`src/rtl/sram_port_arbiter_pkg.sv`:
```
// Shared types and default sizing for the SRAM secondary-port arbiter.
package sram_port_arbiter_pkg;

  localparam int DEF_DATA_W       = 32;
  localparam int DEF_ADDR_W       = 8;
  localparam int DEF_LEN_W        = 8;
  localparam int DEF_STARVE_LIMIT = 4;

  typedef enum logic {IDLE, BURST} state_t;
  typedef enum logic {OWN_CPU, OWN_HOST} owner_t;

endpackage

```
`src/rtl/sram_burst_addr_gen.sv`:
```
// Burst address/beat tracker: latches the start address, steps one word per beat
// with a wrapping low field, and flags the final beat.
module sram_burst_addr_gen
  import sram_port_arbiter_pkg::*;
#(
  parameter int DATA_W = DEF_DATA_W,
  parameter int ADDR_W = DEF_ADDR_W,
  parameter int LEN_W  = DEF_LEN_W
) (
  input  logic              clk,
  input  logic              rst,
  input  logic              load,
  input  logic [63:0]       load_addr,
  input  logic [LEN_W-1:0]  load_len,
  input  logic              step,
  output logic [63:0]       addr,
  output logic              last
);

  // The wrapping window covers ADDR_W+1 byte-address bits; everything above is held.
  localparam int WRAP_W = ADDR_W + 1;
  localparam int STRIDE = DATA_W / 8;

  logic [LEN_W:0]    remaining;
  logic [WRAP_W-1:0] next_low;

  assign next_low = addr[WRAP_W-1:0] + WRAP_W'(STRIDE);
  assign last     = (remaining == (LEN_W+1)'(1));

  always_ff @(posedge clk) begin
    if (rst) begin
      addr      <= '0;
      remaining <= '0;
    end else if (load) begin
      addr      <= load_addr;
      remaining <= {1'b0, load_len} + (LEN_W+1)'(1);
    end else if (step) begin
      addr      <= {addr[63:WRAP_W], next_low};
      remaining <= remaining - (LEN_W+1)'(1);
    end
  end

endmodule

```
`src/rtl/sram_port_arbiter.sv`:
```
// Arbiter for the SRAM ext port: CPU has priority, host bursts are protected by
// a bounded starvation counter; one access issued per cycle at most.
module sram_port_arbiter
  import sram_port_arbiter_pkg::*;
#(
  parameter int DATA_W       = DEF_DATA_W,
  parameter int ADDR_W       = DEF_ADDR_W,
  parameter int LEN_W        = DEF_LEN_W,
  parameter int STARVE_LIMIT = DEF_STARVE_LIMIT
) (
  input  logic              clk,
  input  logic              rst,
  input  logic              cpu_req,
  input  logic              cpu_wen,
  input  logic [63:0]       cpu_addr,
  input  logic [DATA_W-1:0] cpu_wdata,
  output logic              cpu_gnt,
  output logic              cpu_rvalid,
  output logic [DATA_W-1:0] cpu_rdata,
  input  logic              host_cmd_valid,
  output logic              host_cmd_ready,
  input  logic              host_cmd_write,
  input  logic [63:0]       host_cmd_addr,
  input  logic [LEN_W-1:0]  host_cmd_len,
  input  logic              host_wdata_valid,
  output logic              host_wdata_ready,
  input  logic [DATA_W-1:0] host_wdata,
  output logic              host_rvalid,
  output logic [DATA_W-1:0] host_rdata,
  output logic              host_busy,
  output logic [63:0]       mem_addr,
  output logic              mem_wen,
  output logic              mem_ren,
  output logic [DATA_W-1:0] mem_wdata,
  input  logic [DATA_W-1:0] mem_rdata
);

  localparam int SC_W = $clog2(STARVE_LIMIT + 1);

  state_t          state;
  logic            burst_write;
  logic [SC_W-1:0] starve_cnt;
  logic            tag_valid;
  owner_t          tag_owner;

  logic            host_elig;
  logic            starved;
  logic            host_issue;
  logic            cmd_accept;
  logic [63:0]     host_addr;
  logic            host_last;

  assign host_cmd_ready   = (state == IDLE);
  assign host_busy        = (state == BURST);
  assign cmd_accept       = host_cmd_valid && host_cmd_ready;
  assign host_elig        = (state == BURST) && (!burst_write || host_wdata_valid);
  assign starved          = host_elig && (starve_cnt == SC_W'(STARVE_LIMIT));
  assign cpu_gnt          = cpu_req && !starved;
  assign host_issue       = host_elig && !cpu_gnt;
  assign host_wdata_ready = host_issue && burst_write;

  assign cpu_rdata   = mem_rdata;
  assign host_rdata  = mem_rdata;
  assign cpu_rvalid  = tag_valid && (tag_owner == OWN_CPU);
  assign host_rvalid = tag_valid && (tag_owner == OWN_HOST);

  sram_burst_addr_gen #(
    .DATA_W (DATA_W),
    .ADDR_W (ADDR_W),
    .LEN_W  (LEN_W)
  ) u_addr_gen (
    .clk       (clk),
    .rst       (rst),
    .load      (cmd_accept),
    .load_addr ({host_cmd_addr[63:2], 2'b00}),
    .load_len  (host_cmd_len),
    .step      (host_issue),
    .addr      (host_addr),
    .last      (host_last)
  );

  always_comb begin
    mem_addr  = '0;
    mem_wen   = 1'b0;
    mem_ren   = 1'b0;
    mem_wdata = '0;
    if (cpu_gnt) begin
      mem_addr  = cpu_addr;
      mem_wen   = cpu_wen;
      mem_ren   = !cpu_wen;
      mem_wdata = cpu_wdata;
    end else if (host_issue) begin
      mem_addr  = host_addr;
      mem_wen   = burst_write;
      mem_ren   = !burst_write;
      mem_wdata = host_wdata;
    end
  end

  // Burst FSM plus the starvation counter; the counter only moves while a host beat is waiting.
  always_ff @(posedge clk) begin
    if (rst) begin
      state       <= IDLE;
      burst_write <= 1'b0;
      starve_cnt  <= '0;
    end else begin
      case (state)
        IDLE: begin
          starve_cnt <= '0;
          if (cmd_accept) begin
            burst_write <= host_cmd_write;
            state       <= BURST;
          end
        end
        BURST: begin
          if (host_issue) begin
            starve_cnt <= '0;
            if (host_last) state <= IDLE;
          end else if (host_elig && starve_cnt != SC_W'(STARVE_LIMIT)) begin
            starve_cnt <= starve_cnt + SC_W'(1);
          end
        end
        default: state <= IDLE;
      endcase
    end
  end

  // Read-return tag routes next cycle's mem_rdata to whoever issued the read.
  always_ff @(posedge clk) begin
    if (rst) begin
      tag_valid <= 1'b0;
      tag_owner <= OWN_CPU;
    end else begin
      tag_valid <= (cpu_gnt && !cpu_wen) || (host_issue && !burst_write);
      tag_owner <= cpu_gnt ? OWN_CPU : OWN_HOST;
    end
  end

endmodule
```
`config.mk`:
```
export PLATFORM = sky130hd
export DESIGN_NAME = sram_port_arbiter
export DESIGN_NICKNAME = d
export VERILOG_FILES = /design/src/rtl/sram_port_arbiter_pkg.sv /design/src/rtl/sram_burst_addr_gen.sv /design/src/rtl/sram_port_arbiter.sv
export SDC_FILE = /design/constraint.sdc
export NUM_CORES = 1
export LEC_CHECK = 0
export CORE_AREA = 2 2 160 162
export CTS_BUF_LIST = sky130_fd_sc_hd__clkbuf_16
export DETAILED_ROUTE_END_ITERATION = 7
export DIE_AREA = 0 0 162 164
export GPL_TIMING_DRIVEN = 1
export PLACE_DENSITY = 0.61
export SYNTH_ARGS = -nofsm -noshare
export SYNTH_HDL_FRONTEND = slang
export SYNTH_SLANG_ARGS = --single-unit
```
`constraint.sdc`:
```
create_clock -name clk -period 2.92 [get_ports clk]
set_clock_uncertainty 0.05 [all_clocks]
set_input_delay 0.73 -clock clk [delete_from_list [all_inputs] [get_ports clk]]
set_output_delay 0.73 -clock clk [all_outputs]
set_load 0.01 [all_outputs]
```
; ---- Word level (Yosys, flattened, before mapping)
; Cells that the tools add are included.
[word_totals]
register_bits = 80
latch_bits = 0
mem_bits_rw = 0
mem_bits_ro = 0
input_bits = 239
output_inout_bits = 168
elab_cells = 59
mem_count = 0
[op_classes]
add_sub_neg = 4
mul = 0
div_mod_pow = 0
order_cmp = 0
eq_ne = 4
shift = 0
n_mux = 20
bitwise_logic = 2
n_reduce_logical = 20
[op_table]
columns = op, count
row1 = $mux 64, 3
row2 = $mux 32, 2
row3 = $mux 9, 3
row4 = $logic_and 1x1->1, 11
row5 = $add 8x1->9 const B, 1
row6 = $add 9x3->9 const B, 1
row7 = $eq 9x1->1 const B, 1
row8 = $sub 9x1->9 const B, 1
row9 = $mux 1, 8
row10 = $mux 3, 2
row11 = $pmux 3 s2, 1
row12 = $logic_not 1->1, 4
row13 = $add 3x1->3 const B, 1
row14 = $eq 3x3->1 const B, 1
row15 = $ne 3x1->1 const B, 1
row16 = $ne 3x3->1 const B, 1
row17 = $logic_or 1x1->1, 2
row18 = $not 1->1, 2
row19 = $pmux 1 s2, 1
row20 = $reduce_and 2->1, 1
row21 = $reduce_bool 2->1, 1
row22 = $reduce_or 2->1, 1

; ---- Depth between registers and ports, before layout
[logic_depth]
ltp_word = 10
depth_mapped = 7
ltp_nobuf = 6

; ---- By module
; From an unflattened synthesis, not the netlist that was laid out.
[unflattened]
hier_cells = 525
area_unflattened_um2 = 4803.4
[by_module_without_submodules]
columns = module, n_inst, cells_each, area_each_um2, seq_area_each_um2
row1 = sram_burst_addr_gen, 1, 299, 2941.6, 1461.4
row2 = sram_port_arbiter, 1, 226, 1861.8, 140.1

; ---- Worst setup path before layout
; No wires, ideal clock.
[synth_path]
kind = input-to-output
startpoint = input host_wdata_valid
endpoint = output mem_wdata[17]
arrival_ps = 2082
slack_ps = 58
stages = 6
path_buffers = 3
path_cell_list = or2b_1 > a41oi_1 > buf_2 > buf_1 > buf_2 > a22o_1
[synth_between]
elab_chain_len = 9
[synth_rtl]
columns = element, line_no
row1 = "start, declared", sram_port_arbiter.sv:25  ; input logic host_wdata_valid,
row2 = $logic_or 1x1->1 (*), sram_port_arbiter.sv:56  ; assign host_elig = (state == BURST) && (!burst_write || host_wdata_valid);
row3 = $logic_and 1x1->1 (*), sram_port_arbiter.sv:56
row4 = $logic_and 1x1->1, sram_port_arbiter.sv:57  ; assign starved = host_elig && (starve_cnt == SC_W'(STARVE_LIMIT));
row5 = $logic_not 1->1, sram_port_arbiter.sv:58  ; assign cpu_gnt = cpu_req && !starved;
row6 = $logic_and 1x1->1, sram_port_arbiter.sv:58
row7 = $logic_not 1->1, sram_port_arbiter.sv:59  ; assign host_issue = host_elig && !cpu_gnt;
row8 = $logic_and 1x1->1, sram_port_arbiter.sv:59
row9 = $mux 32, sram_port_arbiter.sv:92  ; end else if (host_issue) begin
row10 = $mux 32 (*), sram_port_arbiter.sv:87  ; if (cpu_gnt) begin
row11 = "end, declared", sram_port_arbiter.sv:34  ; output logic [DATA_W-1:0] mem_wdata,
; Mark *: on every way between the ends. The rest lies on a longest branch, timed or not.

; ---- Worst setup path in the final report
[layout_path]
startpoint = input host_wdata_valid
endpoint = output mem_addr[52]
[layout_between]
elab_chain_len = 9
[layout_rtl]
columns = element, line_no
row1 = $logic_or 1x1->1 (*), sram_port_arbiter.sv:56
row2 = $logic_and 1x1->1 (*), sram_port_arbiter.sv:56
row3 = $logic_and 1x1->1, sram_port_arbiter.sv:57
row4 = $logic_not 1->1, sram_port_arbiter.sv:58
row5 = $logic_and 1x1->1, sram_port_arbiter.sv:58
row6 = $logic_not 1->1, sram_port_arbiter.sv:59
row7 = $logic_and 1x1->1, sram_port_arbiter.sv:59
row8 = $mux 64, sram_port_arbiter.sv:92
row9 = $mux 64 (*), sram_port_arbiter.sv:87
row10 = "end, declared", sram_port_arbiter.sv:31  ; output logic [63:0] mem_addr,
; Marks and branches as above.

==> flow_metrics.py <==
metrics = {
    "yosys": {
        "postSynthCellCount": 584,
        "synth_area_sq_um": 4620,
        "synth.avg_cell_area_sq_um": 7.91,
        "synthFlopType": "dfxtp_1",
        "yosysWarnings": 0,
        "ys_seq_area_share_pct": 33.8,
        "synth_area_leader_cell": "dfxtp_1",
        "synth_area_leaders": "dfxtp_1 (34%), a22o_1 (18%), buf_4 (10%), nand2_1 (9.7%), a21oi_1 (7.1%)",
        "ys_types": 47,
        "ys_ff_latch": 78,
        "synth_edf_count": 0,
        "postSynth.asyncResetShare_pct": 0,
        "synthesis.nets": 829,
        "synth_top_area_share_pct": 33.8,
    },
    "sta": {
        "max_slew_margin_pct": 65.4,
        "drv_slew": 0,
        "finalWorstSetupSlack_ns": -0.000122,
        "finalSetupViolations": 1,
        "max_freq_mhz": 342,
        "worstMarginPinSlew_ns": 0.518,
        "min_period_over_period_pct": 100,
        "rsz0062_at_grt": "true",
        "hold_viol_final": 0,
        "final.min_clock_period_ns": 2.92,
        "hold_slack_ns": 0.405,
    },
    "run_status": {
        "violations": "setup timing",
        "status": "finished with violations",
    },
    "setup_path": {
        "critPathCaptureType": "output port",
        "worstReg2RegStart": "starve_cnt[0]",
        "crit_path_start": "host_wdata_valid",
        "start_kind": "input port",
        "arrival_ns": 2.14,
        "setup.worst_path.class": "input port to output port",
        "required_ns": 2.14,
        "cp_max_fo": 8,
    },
    "drt": {
        "vias": 5213,
        "via_per_inst": 4.44,
        "drt-total-wl_microns": 21300,
        "wl_per_cell_microns": 18.1,
        "drt_iter0_markers": 241,
        "post-route-drc-count": 0,
        "postRouteAntennaNets": 0,
        "first_pass_iters": 4,
    },
    "die": {
        "core_sq_um": 24800,
        "die_width_microns": 162,
        "initial_utilization_pct": 18.6,
        "pin_count": 407,
        "rows": 58,
        "die_h_microns": 164,
        "dieArea_sq_um": 26600,
    },
    "global_routing": {
        "grt_util_all_layers_pct": 15.2,
        "grt_pass1_vias": 5187,
        "antenna_found_initial": 3,
        "grt_max_degree": 45,
        "grt_remaining_overflow": 0,
        "grt_pass1_wl_microns": 30900,
    },
    "power": {
        "ir_drop_mv": 0.203,
        "switchingPower_uw": 935,
        "clkPwrFrac_pct": 36.6,
        "p_seq_share_pct": 35.2,
        "pwr-share-comb_pct": 28.1,
        "p_int_mw": 2.42,
        "p_per_area_nw_per_um2": 420,
        "power.share.switching_pct": 27.9,
        "leakagePower_nw": 3.25,
    },
    "final_layout": {
        "diodes": 0,
        "nets": 1083,
        "fin_util_pct": 32.2,
        "drive_above_1_share_pct": 20.6,
        "area_growth_pct": 72.8,
    },
    "clock_network": {
        "cts_buffers": 9,
        "cts.sinks": 78,
        "clk_path_buf_depth": 2,
        "cts_max_level": 3,
        "path_clk_slew_ns": 0.07,
        "cts-root-buf": "clkbuf_16",
        "clkLatencyLatePin_ns": 0.34,
        "cts_tree": "built",
    },
    "placed_design": {
        "place_congestion": 0.798,
        "io_buffers": 308,
        "dp_hpwl_microns": 16200,
    },
    "flow_run": {
        "maxCapViolations": 0,
    },
    "hold_path": {
        "hold_class": "flip-flop to flip-flop",
        "worstHoldStart": "u_addr_gen.addr[50]",
    },
}
==> metrics by stage <==
| stage | power (mW) | cell area (sq um) | setup TNS (ns) | setup WS, ns | cells |
|---|---|---|---|---|---|
| after floorplan | 1.65 | 4620 | 0 | 0.0583 | 584 |
| after global placement | 2.19 | 7870 | -64.56 | -0.742 | 1145 |
| after detailed placement | 2.19 | 7870 | -64.22 | -0.731 | 1145 |
| after CTS | 3.45 | 8260 | -0.157 | -0.0225 | 1174 |
| after global routing | 3.53 | 7990 | -0.500 | -0.0477 | 1173 |
| final | 3.35 | 7990 | -0.000122 | -0.000122 | 1173 |
==> what timing repair did <==
action	CTS	global route
gates cloned	4	0
hold buffers	0	0
resized for setup	330	67
pin swaps	14	15
setup buffers	10	1
endpoints found under the setup margin	100	55
==> registers in the layout (all words and copies together), names as in the netlist <==
signal,cells
u_addr_gen.remaining,9
burst_write,1
tag_valid,1
starve_cnt,3
u_addr_gen.addr,62
tag_owner,1
host_busy,1
==> cells in the mapped netlist, drive strengths merged (2+ instances only) <==
master / n
nand2: 119
a22o: 93
buf: 78
dfxtp: 78
a21oi: 66
clkbuf: 35
o21ai: 11
nor3: 8
inv: 7
nand4: 7
a211oi: 6
ha: 6
nand3: 6
and2: 5
and3: 5
a311oi: 4
a31oi: 4
and4: 4
nor2: 4
nor4: 4
xnor2: 4
a21o: 3
nor2b: 3
or3: 3
xor2: 3
nor4b: 2
==> power groups by stage <==
stage	clock network [mW]	logic, mW	registers [mW]
3_3_place_gp	0	0.987	1.20
3_5_place_dp	0	0.989	1.21
2_1_floorplan	0	0.456	1.19
4_1_cts	1.28	0.984	1.18
5_1_grt	1.32	1.02	1.19
6_report	1.23	0.943	1.18
==> critical path: stages <==
cell	delay (ns)
buf_6	0.09
or2b_1	0.26
a41oi_4	0.24
buf_12	0.15
buf_16	0.14
buf_12	0.11
buf_8	0.11
a22o_1	0.18
buf_6	0.12
==> cells in the final DEF, fill, tap and decap left out, types with 5 or more instances in the layout <==
cell / count
a22o_1: 92
nand2_1: 118
o21ai_0: 11
and3_1: 5
nand4_1: 7
dfxtp_1: 77
buf_4: 26
clkbuf_16: 9
inv_1: 7
nand3_1: 6
nor3_1: 7
clkbuf_2: 30
buf_12: 14
a211oi_1: 6
buf_6: 7
ha_1: 5
buf_2: 65
and2_1: 5
a21oi_1: 66
clkdlybuf4s50_1: 205
==> per-layer routing <==
layer  up-vias  routed length, microns  GRT usage (%)
met5         -                      43              0
met2       237                   10400           26.5
li1       2542                       -              -
met3        29                    1730           4.92
met4         6                     448           4.34
met1      2399                    8640           18.0
==> final cells by class <==
class,count,area [sq um]
Fill cell,2681,16800
Clock inverter,7,88.8
Inverter,7,26.3
Clock buffer,9,225
Multi-Input combinational cell,386,2430
Tap cell,330,413
Timing Repair Buffer,356,3240
Sequential cell,78,1560
==> logic make-up (layout without fill, tap and decap cells) <==
| group | count (synthesis) | count (layout) | share of synthesized area [%] |
|---|---|---|---|
| DFF | 78 | 78 | 33.8 |
| muxes | 1 | 1 | 0.217 |
| AOI/OAI and AO/OA | 196 | 196 | 30.4 |
| buffers and inverters | 120 | 379 | 15.2 |
| and+or+nand+nor | 176 | 176 | 17.5 |
| xor gates and xnor gates | 7 | 7 | 1.33 |
| adders and majority gates | 6 | 6 | 1.62 |
==> path summary, 6_finish.rpt <==
check,to,slack (ns),cells past startpoint
setup / recovery,mem_addr[52],-0.0001,9
hold / removal,u_addr_gen.addr[50],0.40,2
setup reg to reg,u_addr_gen.remaining[5],0.82,7
hold reg to reg,u_addr_gen.addr[50],0.40,2
(Power assumes the default switching activity.)
